--- src/rtl/capture_ctrl.sv ---
// capture_ctrl: sample-rate divider, valid/ready capture stage and
// arm -> trigger -> post-trigger -> flush sequencer for the logic analyzer.
// Every output is driven directly from a flop.
module capture_ctrl #(
  parameter int WIDTH = 32,
  parameter int DIV_W = 24,
  parameter int CNT_W = 16
) (
  input  logic             clk_i,
  input  logic             rst_i,
  input  logic [WIDTH-1:0] sync_i,
  input  logic [DIV_W-1:0] cfg_div_i,
  input  logic [CNT_W-1:0] cfg_delay_i,
  input  logic             arm_i,
  input  logic             abort_i,
  input  logic             trg_i,
  output logic             smpl_o,
  output logic [WIDTH-1:0] data_o,
  output logic             valid_o,
  input  logic             ready_i,
  output logic             armed_o,
  output logic             busy_o,
  output logic             done_o,
  output logic             ovf_o
);

  typedef enum logic [1:0] {
    ST_IDLE  = 2'd0,
    ST_ARMED = 2'd1,
    ST_POST  = 2'd2,
    ST_FLUSH = 2'd3
  } state_t;

  state_t state_reg, state_next;

  // Configuration latched at arm time so later cfg changes do not disturb a run
  logic [DIV_W-1:0] div_q_reg, div_q_next;
  logic [CNT_W-1:0] dly_q_reg, dly_q_next;

  // Divider down-counter and post-trigger capture counter
  logic [DIV_W-1:0] div_cnt_reg, div_cnt_next;
  logic [CNT_W-1:0] post_cnt_reg, post_cnt_next;
  logic [CNT_W-1:0] post_inc;

  // Output stage
  logic [WIDTH-1:0] data_reg, data_next;
  logic             valid_reg, valid_next;
  logic             ovf_reg, ovf_next;
  logic             smpl_reg, smpl_next;
  logic             done_reg, done_next;
  logic             armed_reg, armed_next;
  logic             busy_reg, busy_next;

  // A strobe can be stored when the output slot is empty or being emptied now
  logic             capture_ok;
  logic             sampling_next;

  // smpl_reg is only ever high in ARMED/POST, so it doubles as the live strobe
  assign capture_ok = smpl_reg && (!valid_reg || ready_i);
  assign post_inc   = post_cnt_reg + CNT_W'(1);

  // State register and all output/datapath flops
  always_ff @(posedge clk_i or posedge rst_i) begin
    if (rst_i) begin
      state_reg    <= ST_IDLE;
      div_q_reg    <= '0;
      dly_q_reg    <= '0;
      div_cnt_reg  <= '0;
      post_cnt_reg <= '0;
      data_reg     <= '0;
      valid_reg    <= 1'b0;
      ovf_reg      <= 1'b0;
      smpl_reg     <= 1'b0;
      done_reg     <= 1'b0;
      armed_reg    <= 1'b0;
      busy_reg     <= 1'b0;
    end else begin
      state_reg    <= state_next;
      div_q_reg    <= div_q_next;
      dly_q_reg    <= dly_q_next;
      div_cnt_reg  <= div_cnt_next;
      post_cnt_reg <= post_cnt_next;
      data_reg     <= data_next;
      valid_reg    <= valid_next;
      ovf_reg      <= ovf_next;
      smpl_reg     <= smpl_next;
      done_reg     <= done_next;
      armed_reg    <= armed_next;
      busy_reg     <= busy_next;
    end
  end

  // Next-state, divider, capture and handshake logic
  always_comb begin
    state_next    = state_reg;
    div_q_next    = div_q_reg;
    dly_q_next    = dly_q_reg;
    div_cnt_next  = div_cnt_reg;
    post_cnt_next = post_cnt_reg;
    data_next     = data_reg;
    valid_next    = valid_reg;
    ovf_next      = ovf_reg;
    done_next     = 1'b0;

    // The consumer took the held sample; a capture below may refill the slot
    if (valid_reg && ready_i) begin
      valid_next = 1'b0;
    end

    unique case (state_reg)
      ST_IDLE: begin
        // abort_i is ignored here, so a simultaneous arm simply wins
        if (arm_i) begin
          div_q_next    = cfg_div_i;
          dly_q_next    = cfg_delay_i;
          div_cnt_next  = '0;
          post_cnt_next = '0;
          ovf_next      = 1'b0;
          state_next    = ST_ARMED;
        end
      end

      ST_ARMED, ST_POST: begin
        if (smpl_reg) begin
          div_cnt_next = div_q_reg;
          if (capture_ok) begin
            data_next  = sync_i;
            valid_next = 1'b1;
          end else begin
            ovf_next = 1'b1;
          end
        end else begin
          div_cnt_next = div_cnt_reg - DIV_W'(1);
        end

        if (state_reg == ST_ARMED) begin
          // The trigger sample itself is stored but never counted
          if (smpl_reg && trg_i) begin
            state_next = (dly_q_reg == '0) ? ST_FLUSH : ST_POST;
          end
        end else begin
          // Only samples that actually reach the output count toward the delay
          if (capture_ok) begin
            post_cnt_next = post_inc;
            if (post_inc == dly_q_reg) begin
              state_next = ST_FLUSH;
            end
          end
        end
      end

      ST_FLUSH: begin
        // Divider is frozen; wait for the last sample to leave
        if (!valid_reg || ready_i) begin
          done_next  = 1'b1;
          state_next = ST_IDLE;
        end
      end

      default: begin
        state_next = ST_IDLE;
      end
    endcase

    // Abort overrides everything outside IDLE, including arm_i
    if (abort_i && (state_reg != ST_IDLE)) begin
      state_next = ST_IDLE;
      valid_next = 1'b0;
      data_next  = data_reg;
      ovf_next   = ovf_reg;
      done_next  = 1'b0;
    end
  end

  // Registered status outputs are derived from where the FSM is heading
  always_comb begin
    sampling_next = (state_next == ST_ARMED) || (state_next == ST_POST);
    smpl_next     = sampling_next && (div_cnt_next == '0);
    armed_next    = (state_next == ST_ARMED);
    busy_next     = (state_next != ST_IDLE);
  end

  assign smpl_o  = smpl_reg;
  assign data_o  = data_reg;
  assign valid_o = valid_reg;
  assign armed_o = armed_reg;
  assign busy_o  = busy_reg;
  assign done_o  = done_reg;
  assign ovf_o   = ovf_reg;

endmodule

--- config.mk ---
export PLATFORM = sky130hd
export DESIGN_NAME = capture_ctrl
export DESIGN_NICKNAME = d
export VERILOG_FILES = /design/src/rtl/capture_ctrl.sv
export SDC_FILE = /design/constraint.sdc
export NUM_CORES = 1
export LEC_CHECK = 0
export CORE_UTILIZATION = 25
export CTS_BUF_LIST = sky130_fd_sc_hd__clkbuf_16
export DETAILED_ROUTE_END_ITERATION = 16
export PLACE_DENSITY = 0.5
export SLEW_MARGIN = 40
export SYNTH_ARGS = -nofsm -noshare
export SYNTH_HDL_FRONTEND = slang
export SYNTH_SLANG_ARGS = --single-unit
--- constraint.sdc ---
create_clock -name clk_i -period 8.15 [get_ports clk_i]
set_clock_uncertainty 0.15 [all_clocks]
set_input_delay 1.63 -clock clk_i [delete_from_list [all_inputs] [get_ports clk_i]]
set_output_delay 1.63 -clock clk_i [all_outputs]
set_load 0.02 [all_outputs]
==> metrics, run 1 <==
CTS tree=built; Max Slew Vio Count=0; Synth cell types=58; IO buf count=115; reg-to-reg slack, setup=between 2 and 3 ns; DIE HEIGHT=158 um; Slew HR=0.506; WS Path Type=in -> reg; CTS Sinks=120; Setup violations, final=0; critical path launch point type=input pin; Area Growth Syn to Fin=34.3%; Largest register FFs=32; # diodes=0; fillers=2,386; WL final=16,200 um; CTS Root Cell=clkbuf_16; RSZ-0062 raised after global routing=false; Max clock buf depth=2; cts bufs inserted=17; Vias/cell=4.86; largest net degree at the start of global routing=66; cell area power density=366 mW/mm^2; cell row count=56; Clock Latency Late Sink=0.42 ns; Detailed Routing Iterations Pass 1=6; DR iter-0 viols=between 300 and 400; reg2reg start=post_cnt_reg[0]; DRC=0; reg2reg path depth=16; async set-reset flop share out of synthesis=1.00; crit-path max FO=5; Post-Synthesis Cells=561; syn_nets=646; Post-Syn Area=approximately 0.0061 mm^2; clk slew on worst S/H paths=0.06 ns; required time of the worst setup path=8.34 ns; Post-Synthesis Mean Instance Area=roughly 11 um^2; Worst Hold Class=reg -> reg; layout cells sized above 1=0.185; CP endpoint kind=flip-flop; Post-synth EDFFs=0; WHS=approximately 0.36 ns; GRT Util Overall=0.137; Hold Path End=data_o[13]; worst-margin pin slew=0.741 ns; Vias=4,854; hpwl dp=11,200 um; post-route setup TNS=0 ns; Worst Hold Launch=data_o[13]; reg2reg end=smpl_o; routed len/inst=16.2 um; RD Place Congestion=0.841; Die W=158 um; ys flop type=dfrtp_1; total die area=0.0249 mm^2; Max rail drop VDD=0.146 mV; fmax=0.173 GHz; boundary pin count=116; Routed Antenna Nets=0; Initial Util=0.257; leak pwr=3.31 nW; PostCTS Resize Cnt=0; outcome=finished, final reports clean; Hold Buf Count CTS=0; Maximum Capacitance Violations=0; Final nets=752; grt ovf=0; vias in the first global route=4,961; postcts setup bufs=0; global-route wire length before repair=~26,000 um; Seq/Total Area, Yosys=0.494; final-report hold violation count=0; Tcrit/Tclk final=0.709; min cycle time layout=5.78 ns; Min-Delay Path Depth=1; Core ar.=0.0237 mm^2; CP arrival=5.97 ns; CTS H-tree depth=4; flops & latches, synth=120; antenna violations before repair=0; Syn. warnings=0
[cell type report]
cell class,instances,area (um^2),share of cell area
Inverter,12,50.0,0.00613
Sequential cell,120,3000,0.368
Multi-Input combinational cell,395,2910,0.356
Clock buffer,17,425,0.0521
Tap cell,319,399,0.0489
Timing Repair Buffer,121,1200,0.147
Clock inverter,15,179,0.0219
[critical path, cell delays in order]
cell and delay [ns]:
clkdlybuf4s50_1 0.48, nor2b_1 0.12, nor4_1 0.29, nand3_1 0.11, nor4_1 0.31, nand4_1 0.14
or3_1 0.32, a21oi_1 0.19, o21ai_0 0.14, ha_1 0.30, o221ai_1 0.09, or3_1 0.35
or4_1 0.39, or4_1 0.42, or4_1 0.50, nor3_2 0.19
[Yosys cell counts (5+ instances only)]
cell,n,area (um^2)
or4_1,8,60.1
a221o_1,8,80.1
nand3_1,14,70.1
nor4_1,21,131
nand2b_1,8,50.1
o211ai_1,5,37.5
inv_1,12,45.0
nand4_1,10,62.6
dfrtp_1,120,3000
o21ai_0,35,175
nor3b_1,7,52.6
o31ai_1,5,37.5
clkbuf_1,28,105
ha_1,7,87.6
a21oi_1,14,70.1
nor2_1,20,75.1
xnor2_1,13,114
or3_1,5,31.3
a22o_1,13,114
nor3_1,18,90.1
xor2_1,9,78.8
nand2_1,40,150
a21o_1,6,45.0
mux2_2,74,833
and3_1,5,31.3
[stage by stage]
stage,std cells,cell area [um^2],total power [mW],util,setup slack [ns]
detailed placement,967,7550,2.22,0.319,1.90
global route,999,8160,3.18,0.345,2.01
floorplan,561,6080,1.77,-,2.87
CTS,999,8150,3.01,0.344,2.32
global placement,967,7540,2.20,0.319,1.99
finish,999,8160,2.99,0.345,2.37
[kinds of logic (layout without fill, tap and decap cells)]
family,after synthesis,after routing,synth area share
simple gates,177,177,0.160
mux,76,76,0.140
fa+ha+maj,7,7,0.0144
xor+xnor,22,22,0.0317
compound gates,113,113,0.129
buf+inv,46,165,0.0303
flops,120,120,0.494
[layout by cell type, fill, tap and decap left out, types with 4 or more instances in the layout]
master           count
or4_1                8
inv_1               12
nand3_1             14
nor3b_1              6
a22oi_1              4
and3_1               5
nand4_1             10
o31ai_1              5
or3_1                5
clkbuf_16           17
nor4_1              21
xor2_1               9
ha_1                 6
a21oi_1             14
dfrtp_1            120
clkdlybuf4s50_1    115
clkinvlp_4           6
a221o_1              8
nand2b_1             8
a21o_1               6
o211ai_1             5
o22ai_1              4
nand2_1             40
nor2_1              19
xnor2_1             13
mux2_2              74
nor3_1              17
buf_4                6
o21ai_0             35
a22o_1              13
[how the worst max path moves through the flow]
stage                  end  cells after the start    start
floorplan           smpl_o                     15  ready_i
global placement    smpl_o                     16  ready_i
detailed placement  smpl_o                     16  ready_i
CTS                 smpl_o                     16  ready_i
global route        smpl_o                     16  ready_i
finish              smpl_o                     16  ready_i
[where the power goes]
group | leakage, nW | switching (mW) | internal, mW
Sequential | 1.52 | 0.208 | 0.826
Clock | 0.279 | 0.292 | 0.480
Combinational | 1.51 | 0.609 | 0.572
[routing by layer]
metal | GRT usage | vias to the layer above | routed length [um]
met5 | 0 | - | 0
met4 | 0.0430 | 0 | 201
met3 | 0.0364 | 13 | 940
met2 | 0.223 | 159 | 7690
met1 | 0.177 | 2376 | 7380
li1 | - | 2306 | -
Power figures use the tool's default switching activity.
==> inputs of run 2 (changes only) <==
- PLACE_DENSITY: 0.5 -> 0.52
- clock period: 8.15 -> 4.65 ns (I/O delays scaled with it)
==> metrics, run 2 (synthesized netlist as in run 1, its figures left out) <==
boundary pin count=116 (unchanged); largest net degree at the start of global routing=65 (was 66); CTS Root Cell=clkbuf_16 (unchanged); Crit path top cell by count=or4_1 (unchanged); Tcrit/Tclk final=0.993; reg2reg end=smpl_o (unchanged); DRC=0 (unchanged); Area Growth Syn to Fin=39.9% (was 34.3%); leak pwr=3.53 nW (was 3.31 nW); DR iter-0 viols=394 (was 328); Hold Buf Count CTS=0 (unchanged); Min-Delay Path Depth=1 (unchanged); commonest non-fill, non-tap cell in the layout=dfrtp_1 (unchanged); cell row count=56 (unchanged); Final nets=793 (was 752); Worst Hold Class=reg -> reg (unchanged); IO buf count=115 (unchanged); Slowest-stage cell, CP=or4_1 (unchanged); reg2reg start=post_cnt_reg[1] (was post_cnt_reg[0]); Vias/cell=4.73 (was 4.86); routed wl met3=831 um (was 940 um); cts bufs inserted=17 (unchanged); CTS H-tree depth=4 (unchanged); Largest register FFs=32 (unchanged); Max rail drop VDD=0.215 mV (was 0.146 mV); WS Path Type=reg -> reg (was in -> reg); worst-margin pin slew=0.722 ns (was 0.741 ns); required time of the worst setup path=4.84 ns (was 8.34 ns); layout cells sized above 1=0.241 (was 0.185); critical path launch point type=flip-flop (was input pin); Setup violations, final=0 (unchanged); total die area=0.0249 mm^2 (unchanged); cell area power density=614 mW/mm^2 (was 366 mW/mm^2); routed len/inst=16.1 um (was 16.2 um); crit-path max FO=2 (was 5); fillers=2,454 (was 2,386); Vias=4,907 (was 4,854); most frequent cells in the layout=120 x dfrtp_1, 114 x clkdlybuf4s50_1, 74 x mux2_2, 46 x buf_4, 40 x nand2_1 (was 120 x dfrtp_1, 115 x clkdlybuf4s50_1, 74 x mux2_2, 40 x nand2_1, 35 x o21ai_0); met1 WL=7790 um (was 7380 um); Max Slew Vio Count=0 (unchanged); RD Place Congestion=0.840 (was 0.841); Worst Hold Launch=data_o[20] (was data_o[13]); clk slew on worst S/H paths=0.06 ns (about the same); grt ovf=0 (unchanged); CTS Sinks=120 (unchanged); Hold Path End=data_o[20] (was data_o[13]); reg-to-reg slack, setup=0.03 ns (was 2.86 ns); hpwl dp=11,800 um (was 11,200 um); Initial Util=0.257 (unchanged); sequence of cells on the critical path=ha_2, xor2_1, nor4_2, nand3_1, nor4_4, nand4_1, buf_4, o21ai_0, nand4_1, and2_1, ha_1, o221ai_1, or3_1, or4_1, or4_1, or4_1, nor3_2 (was clkdlybuf4s50_1, nor2b_1, nor4_1, nand3_1, nor4_1, nand4_1, or3_1, a21oi_1, o21ai_0, ha_1, o221ai_1, or3_1, or4_1, or4_1, or4_1, nor3_2); CP arrival=4.80 ns (was 5.97 ns); reg2reg path depth=17 (was 16); outcome=finished, final reports clean (unchanged); GRT Util Overall=0.144 (was 0.137); Die W=158 um (unchanged); Maximum Capacitance Violations=0 (unchanged); Detailed Routing Iterations Pass 1=5 (was 6); WL final=16,700 um (was 16,200 um); # diodes=0 (unchanged); overall power=5.22 mW (was 2.99 mW); global-route wire length before repair=27,400 um (was 26,300 um); fmax=0.217 GHz; vias in the first global route=5,036 (was 4,961); min cycle time layout=4.62 ns; DIE HEIGHT=158 um (unchanged); max incr delay on CP=0.52 ns (was 0.50 ns); RSZ-0062 raised after global routing=true (was false); met2 WL=7830 um (was 7690 um); Core ar.=0.0237 mm^2 (unchanged); CP endpoint kind=flip-flop (unchanged); Clock Latency Late Sink=0.41 ns (was 0.42 ns); fin area=0.00851 mm^2 (was 0.00816 mm^2); CTS tree=built (unchanged); top sig layer=met4 (unchanged); final-report hold violation count=0 (unchanged); Routed Antenna Nets=0 (unchanged); Slew HR=0.517 (was 0.506); placed cell area=0.00785 mm^2 (was 0.00755 mm^2); Max clock buf depth=2 (unchanged); antenna violations before repair=0 (unchanged)
run 2: cell types whose count changed in the layout (fill, tap and decap cells not counted), sizes merged:
| cell | change |
|---|---|
| clkbuf | +1 |
| clkinv | -1 |
| inv | +2 |
| clkdlybuf4s50 | -1 |
| buf | +41 |
| clkinvlp | -3 |
run 2: critical path: cells and delay by family, from the launching register on:
family                   cells  cell delay, ns
AO/OA/AOI/OAI                2            0.22
XOR/XNOR                     1            0.17
adder cells (fa/ha/maj)      2            0.56
buffers and inverters        1            0.16
flip-flops                   1            0.38
AND/OR/NAND/NOR             11            2.90
run 2: routing by layer:
layer,GRT usage,vias up
met2,0.226,124
met1,0.191,2386
met5,0,-
met4,0.0467,0
met3,0.0375,15
li1,-,2382
run 2: where the power goes:
group,total [mW],switching (mW),internal [mW]
sequential,1.76,0.315,1.45
combinational,2.17,1.12,1.05
clock,1.29,0.470,0.823
total,5.22,1.91,3.32
run 2: what timing repair did:
item                                    CTS  global route
cloned                                    0             0
pin swaps                                11            10
endpoints found under the hold margin     0             0
buffers inserted                          0             2
endpoints found under the setup margin    1             1
gates resized for setup                   6            10
run 2: worst max-delay path by stage:
| stage | to | start |
|---|---|---|
| 6_report | smpl_o | post_cnt_reg[1] |
| 3_3_place_gp | smpl_o | ready_i |
| 2_1_floorplan | smpl_o | post_cnt_reg[0] |
| 4_1_cts | smpl_o | post_cnt_reg[1] |
| 5_1_grt | smpl_o | post_cnt_reg[0] |
| 3_5_place_dp | smpl_o | ready_i |
run 2: stage by stage:
| step | utilization | hold WS [ns] | setup slack, ns | instances | TNS, ns |
|---|---|---|---|---|---|
| floorplan | - | 0.297 | 0.0101 | 561 | 0 |
| global placement | 0.332 | 0.339 | -0.738 | 1006 | -0.738 |
| detailed placement | 0.332 | 0.344 | -0.826 | 1006 | -0.826 |
| CTS | 0.356 | 0.358 | -0.170 | 1036 | -0.170 |
| global route | 0.359 | 0.361 | -0.248 | 1038 | -0.248 |
| finish | 0.359 | 0.352 | 0.0346 | 1038 | 0 |
run 2: layout make-up:
type / instances / area [um^2] / share of cell area
clock buffer: 17 / 425 / 0.0500
clock inverter: 13 / 143 / 0.0168
inverter: 12 / 47.5 / 0.00559
multi-input combinational: 395 / 2980 / 0.350
sequential: 120 / 3000 / 0.353
tap: 319 / 399 / 0.0469
timing repair buffer: 162 / 1510 / 0.178
